==> src/rtl/branch_redirect_ctrl_pkg.sv <==
// Shared types and constants for the fetch-side PC / redirect controller.
// The flush counter sizing is also used by the data-side flush logic.
package branch_redirect_ctrl_pkg;

   typedef enum logic [1:0] {
      ST_BOOT  = 2'd0,
      ST_FETCH = 2'd1,
      ST_FLUSH = 2'd2
   } state_e;

   localparam int unsigned PC_INCR          = 4;
   localparam logic [31:0] DEFAULT_RESET_PC = 32'h0000_0000;
   localparam logic [1:0]  ALIGN_MASK       = 2'b11;
   // Wide enough for FLUSH_CYCLES-1 over the legal 1..7 range
   localparam int unsigned FLUSH_CNT_W      = 3;

   function automatic logic is_word_aligned(input logic [1:0] low_bits);
      return (low_bits & ALIGN_MASK) == 2'b00;
   endfunction

endpackage

==> src/rtl/redirect_flush_counter.sv <==
// Loadable down-counter with zero flag; it stops at zero and never wraps.
// A load takes priority over a decrement issued in the same cycle.
module redirect_flush_counter
   import branch_redirect_ctrl_pkg::*;
#(
   parameter int unsigned W = FLUSH_CNT_W
) (
   input  logic         clk,
   input  logic         rst_n,
   input  logic         load_i,
   input  logic [W-1:0] load_val_i,
   input  logic         dec_i,
   output logic         zero_o
);

   logic [W-1:0] cnt_q;
   logic [W-1:0] cnt_d;

   always_comb begin
      cnt_d = cnt_q;
      if (load_i) begin
         cnt_d = load_val_i;
      end else if (dec_i && (cnt_q != '0)) begin
         cnt_d = cnt_q - W'(1);
      end
   end

   always_ff @(posedge clk or negedge rst_n) begin
      if (!rst_n) begin
         cnt_q <= '0;
      end else begin
         cnt_q <= cnt_d;
      end
   end

   assign zero_o = (cnt_q == '0);

endmodule

==> src/rtl/branch_redirect_ctrl.sv <==
// Fetch-side PC owner: issues sequential fetches under static predict-not-taken.
// Resolved taken branches/jumps redirect the PC and flush IF/ID; branch statistics are counted.
module branch_redirect_ctrl
   import branch_redirect_ctrl_pkg::*;
#(
   parameter int unsigned     XLEN         = 32,
   parameter logic [XLEN-1:0] RESET_PC     = DEFAULT_RESET_PC,
   parameter int unsigned     FLUSH_CYCLES = 2
) (
   input  logic            clk,
   input  logic            rst_n,
   input  logic            br_valid,
   input  logic            br_taken,
   input  logic [XLEN-1:0] br_target,
   input  logic            jmp_valid,
   input  logic [XLEN-1:0] jmp_target,
   input  logic            stall,
   output logic            imem_req,
   output logic [XLEN-1:0] imem_addr,
   input  logic            imem_ready,
   output logic            fetch_valid,
   output logic [XLEN-1:0] fetch_pc,
   output logic            flush_if,
   output logic            flush_id,
   output logic            misalign_err,
   output logic [31:0]     br_count,
   output logic [31:0]     taken_count
);

   localparam logic [FLUSH_CNT_W-1:0] FLUSH_LOAD = FLUSH_CNT_W'(FLUSH_CYCLES - 1);

   state_e          state_q, state_d;
   logic [XLEN-1:0] pc_q, pc_d;
   logic            fetch_valid_q, fetch_valid_d;
   logic [XLEN-1:0] fetch_pc_q, fetch_pc_d;
   logic            misalign_q, misalign_d;
   logic [31:0]     br_count_q, br_count_d;
   logic [31:0]     taken_count_q, taken_count_d;

   logic            redirect_req;
   logic [XLEN-1:0] redirect_target;
   logic            target_aligned;
   logic            redirect_live;
   logic            redirect_ok;
   logic            advance;
   logic            flush_load;
   logic            flush_dec;
   logic            flush_zero;

   // Jump wins over a simultaneous taken branch; BOOT ignores redirects entirely
   assign redirect_req    = jmp_valid | (br_valid & br_taken);
   assign redirect_target = jmp_valid ? jmp_target : br_target;
   assign target_aligned  = is_word_aligned(redirect_target[1:0]);
   assign redirect_live   = redirect_req & (state_q != ST_BOOT);
   assign redirect_ok     = redirect_live & target_aligned;

   assign imem_req = (state_q == ST_FETCH) & ~stall;
   // Any redirect attempt, even a rejected misaligned one, holds the PC
   assign advance  = imem_req & imem_ready & ~redirect_live;

   always_comb begin
      state_d       = state_q;
      pc_d          = pc_q;
      fetch_valid_d = 1'b0;
      fetch_pc_d    = fetch_pc_q;
      flush_load    = 1'b0;
      flush_dec     = 1'b0;
      misalign_d    = redirect_live & ~target_aligned;
      unique case (state_q)
         ST_BOOT: begin
            state_d = ST_FETCH;
         end
         ST_FETCH: begin
            if (redirect_ok) begin
               pc_d       = redirect_target;
               state_d    = ST_FLUSH;
               flush_load = 1'b1;
            end else if (advance) begin
               pc_d          = pc_q + XLEN'(PC_INCR);
               fetch_valid_d = 1'b1;
               fetch_pc_d    = pc_q;
            end
         end
         ST_FLUSH: begin
            if (redirect_ok) begin
               pc_d       = redirect_target;
               flush_load = 1'b1;
            end else if (flush_zero) begin
               state_d = ST_FETCH;
            end else begin
               flush_dec = 1'b1;
            end
         end
         default: begin
            state_d = ST_BOOT;
         end
      endcase
   end

   always_comb begin
      br_count_d    = br_count_q;
      taken_count_d = taken_count_q;
      if (br_valid) begin
         br_count_d = br_count_q + 32'd1;
         if (br_taken) begin
            taken_count_d = taken_count_q + 32'd1;
         end
      end
   end

   always_ff @(posedge clk or negedge rst_n) begin
      if (!rst_n) begin
         state_q       <= ST_BOOT;
         pc_q          <= RESET_PC;
         fetch_valid_q <= 1'b0;
         fetch_pc_q    <= '0;
         misalign_q    <= 1'b0;
         br_count_q    <= '0;
         taken_count_q <= '0;
      end else begin
         state_q       <= state_d;
         pc_q          <= pc_d;
         fetch_valid_q <= fetch_valid_d;
         fetch_pc_q    <= fetch_pc_d;
         misalign_q    <= misalign_d;
         br_count_q    <= br_count_d;
         taken_count_q <= taken_count_d;
      end
   end

   redirect_flush_counter #(
      .W (FLUSH_CNT_W)
   ) u_flush_cnt (
      .clk        (clk),
      .rst_n      (rst_n),
      .load_i     (flush_load),
      .load_val_i (FLUSH_LOAD),
      .dec_i      (flush_dec),
      .zero_o     (flush_zero)
   );

   assign imem_addr    = pc_q;
   assign fetch_valid  = fetch_valid_q;
   assign fetch_pc     = fetch_pc_q;
   assign flush_if     = (state_q == ST_FLUSH);
   assign flush_id     = (state_q == ST_FLUSH);
   assign misalign_err = misalign_q;
   assign br_count     = br_count_q;
   assign taken_count  = taken_count_q;

endmodule

==> config.mk <==
export PLATFORM = sky130hd
export DESIGN_NAME = branch_redirect_ctrl
export DESIGN_NICKNAME = d
export VERILOG_FILES = /design/src/rtl/branch_redirect_ctrl_pkg.sv /design/src/rtl/redirect_flush_counter.sv /design/src/rtl/branch_redirect_ctrl.sv
export SDC_FILE = /design/constraint.sdc
export NUM_CORES = 1
export LEC_CHECK = 0
export ABC_AREA = 1
export BUFFER_PORTS_ARGS = -buffer_cell sky130_fd_sc_hd__buf_2
export CORE_UTILIZATION = 52
export CTS_BUF_LIST = sky130_fd_sc_hd__clkbuf_4 sky130_fd_sc_hd__clkbuf_8
export CTS_CLUSTER_DIAMETER = 150
export DETAILED_ROUTE_END_ITERATION = 12
export PLACE_DENSITY = 0.77
export SLEW_MARGIN = 20
export SYNTH_ARGS = -nofsm -noshare
export SYNTH_HDL_FRONTEND = slang
export SYNTH_SLANG_ARGS = --single-unit
==> constraint.sdc <==
create_clock -name clk -period 4.5 [get_ports clk]
set_input_delay 0.45 -clock clk [delete_from_list [all_inputs] [get_ports clk]]
set_output_delay 0.45 -clock clk [all_outputs]
set_load 0.01 [all_outputs]
==> results.toml <==
[floorplan]
num_rows = 43
dieHeight_um = 123
start_util = 0.541
core-area_sq_um = 14100
die_area_sq_um = 15200
io_pins = 204
die_width_um = 123

[sta]
max_freq_mhz = 381
worstMarginPinSlew_ns = 0.904
skew_ns = 0.0110
fin_tns_setup_ns = 0
setup_violations = 0
grt_setup_unrepaired = "false"
fin_crit_sh = 0.583
worst_slack_ns = 1.88
max_slew_margin = 0.397
final_max_slew_viol_count = 0
hold_viol_final = 0
min_period_ns = 2.62

[pwr]
swShare = 0.420
p_clk_frac = 0.227
p_leak_nw = 4.86
powerDensity_nw_per_um2 = 548
netSwitchingPower_mw = 2.12
combPwrFrac = 0.385
intPower_mw = 2.93
vdd_ir_drop_max_uv = 317
fin_total_pwr_mw = 5.05
sequentialPowerShare = 0.388

[place]
port_buffers = 203
place_congestion = 0.901
place_ws_ns = 1.40
placed_area_sq_um = 8760
hpwl_mm = 15.2

[clock_network]
htree_num_levels = 4
root_buffer = "clkbuf_8"
cts_tree = "yes"
post_cts_resize_count = 0
path_clk_slew_ns = 0.08
postCtsHoldBufs = 0
cts_sinks = 135
post_cts_buffers = 0
clockBufferDepth = 2
cts_buffers = 17
worstSkewPairLatency_ns = 0.46

[worst_setup_path]
end_kind = "flop"
crit_top_cell = "nand2_1"
cp_data_required_time_ns = 4.82
critPathKind = "input pin to flop"
crit_path_max_incr_delay_ns = 0.50
cp_num_buf_inv = 3
path_max_fanout = 35
slowest_stage = "buf_2"
arrival_ns = 2.94
crit_chain = "buf_2 -> inv_2 -> nand2_1 -> nand2_1 -> nor2_2 -> nand2_2 -> nand2_2 -> inv_2 -> nand2_1 -> o21ai_0 -> nand2_1 -> o21ai_0"
critPathLaunchType = "input pin"
path_delay_family = "buffers and inverters"

[cells_and_area]
finalNetCount = 1332
mostFrequentLayoutCell = "nand2_1"
final_area_sq_um = 9220
final_cell_mix = "nand2_1 (358), buf_2 (202), dfrtp_1 (135)"
area_delta_synth_final_pct = 20.8
drive_above_1_share = 0.204
num_antenna_cells = 0

[routing]
drt_wl_total_mm = 20.2
top_layer_used = "met4"
post_drt_via_cell_ratio = 5.18
wl_met1_mm = 8.59
drtPass1Iterations = 5
wl_met2_mm = 9.87
drc = 0
wl_met3_mm = 1.30
dr.first_iter.drc_count = 577
wl_per_cell_um = 14.0
vias = 7480
ant_nets = 0

[logic_synthesis]
ys_types = 31
synthArstFlopShare = 1.00
yosysWarnings = 0
postSynthCellCount = 1053
synth-seq-cells = 135
synth_area_sq_um = 7630
synth.avg_cell_area_sq_um = 7.24
synth-main-ff-cell = "dfrtp_1"
seq_area_frac_synth = 0.443
synth_edf_count = 0
synth_nets = 1133

[global_route]
grt_pass1_vias = 6973
antenna_found_initial = 0
grt.overflow.total = 0
grt_pass1_wl_mm = 32.9
grt_use_total = 0.282
grt_start_max_net_pins = 97

[run_status]
outcome = "finished clean"

[hold_path]
worstHoldPathType = "input pin to asynchronous set/reset pin"

[run]
cap_violations = 0
[worst register-to-register path: cells and delay by family, from the launching register on]
| family | cells | cell delay (ns) |
|---|---|---|
| buffers and inverters | 2 | 0.68 |
| flip-flops | 1 | 0.43 |
| AND/OR/NAND/NOR | 3 | 0.54 |
| adder cells (fa/ha/maj) | 1 | 0.20 |
| AO/OA/AOI/OAI | 3 | 0.33 |
[synthesized netlist by cell type, types with 5 or more instances]
| cell type | count | area share |
|---|---|---|
| mux2i_1 | 6 | 0.0079 |
| a21oi_1 | 5 | 0.0033 |
| dfrtp_1 | 135 | 0.44 |
| nand2_1 | 358 | 0.18 |
| nor2_1 | 120 | 0.059 |
| clkbuf_1 | 13 | 0.0064 |
| inv_1 | 108 | 0.053 |
| buf_2 | 8 | 0.0052 |
| ha_1 | 9 | 0.015 |
| nor3_1 | 25 | 0.016 |
| xor2_1 | 46 | 0.053 |
| nand4_1 | 18 | 0.015 |
| xnor2_1 | 9 | 0.010 |
| nand3_1 | 82 | 0.054 |
| o21ai_0 | 74 | 0.049 |
[metal layers]
layer	up-vias	track usage
met2	268	0.479
met3	35	0.0544
met1	3459	0.354
li1	3718	-
met5	-	0
met4	0	0.111
[kinds of logic (layout without fill, tap and decap cells)]
family / after synthesis / count (layout) / synth area share
simple gates: 624 / 624 / 0.340
buf+inv: 137 / 349 / 0.0717
flops: 135 / 135 / 0.443
compound gates: 86 / 86 / 0.0577
xor+xnor: 55 / 55 / 0.0632
fa+ha+maj: 9 / 9 / 0.0148
mux: 7 / 7 / 0.00935
[state kept, by name, indices dropped and copies added (netlist names)]
name and cells:
br_count 32, fetch_pc 32, fetch_valid 1, imem_addr 32, misalign_err 1, state_q 2, taken_count 32, u_flush_cnt.cnt_q 3
[metrics by stage]
step,hold slack (ns),instances,util
5_1_grt,0.142,1445,0.654
3_5_place_dp,0.460,1413,0.622
2_1_floorplan,0.154,1053,-
4_1_cts,0.116,1445,0.654
6_report,0.0643,1445,0.654
3_3_place_gp,0.461,1413,0.622
[worst paths after layout]
check	startpoint	endpoint	slack [ns]	cells past startpoint
setup / recovery	jmp_valid	imem_addr[9]$_DFFE_PN0P_	1.88	12
hold / removal	rst_n	br_count[17]$_DFFE_PN0P_	0.06	1
setup reg to reg	state_q[0]$_DFFE_PN0P_	imem_addr[4]$_DFFE_PN0P_	2.18	9
hold reg to reg	fetch_pc[0]$_DFFE_PN0P_	fetch_pc[0]$_DFFE_PN0P_	0.48	2
max in group asynchronous	rst_n	taken_count[8]$_DFFE_PN0P_	3.39	2
min in group clk	jmp_target[4]	imem_addr[4]$_DFFE_PN0P_	0.34	5
[layout make-up]
| cell class | count | area (sq um) |
|---|---|---|
| Fill cell | 1294 | 4880 |
| Multi-Input combinational cell | 781 | 3700 |
| Sequential cell | 135 | 3380 |
| Timing Repair Buffer | 205 | 1040 |
| Inverter | 112 | 420 |
| Clock buffer | 21 | 283 |
| Tap cell | 180 | 225 |
| Clock inverter | 11 | 171 |
[power by group through the flow]
stage / Sequential (mW) / Clock, mW / Combinational [mW]
floorplan: 2.04 / 0 / 1.16
global route: 2.01 / 1.22 / 2.22
CTS: 1.95 / 1.16 / 1.96
global placement: 1.97 / 0 / 1.88
detailed placement: 1.97 / 0 / 1.95
finish: 1.96 / 1.15 / 1.94
No activity file was read; power rests on OpenSTA's default activity.
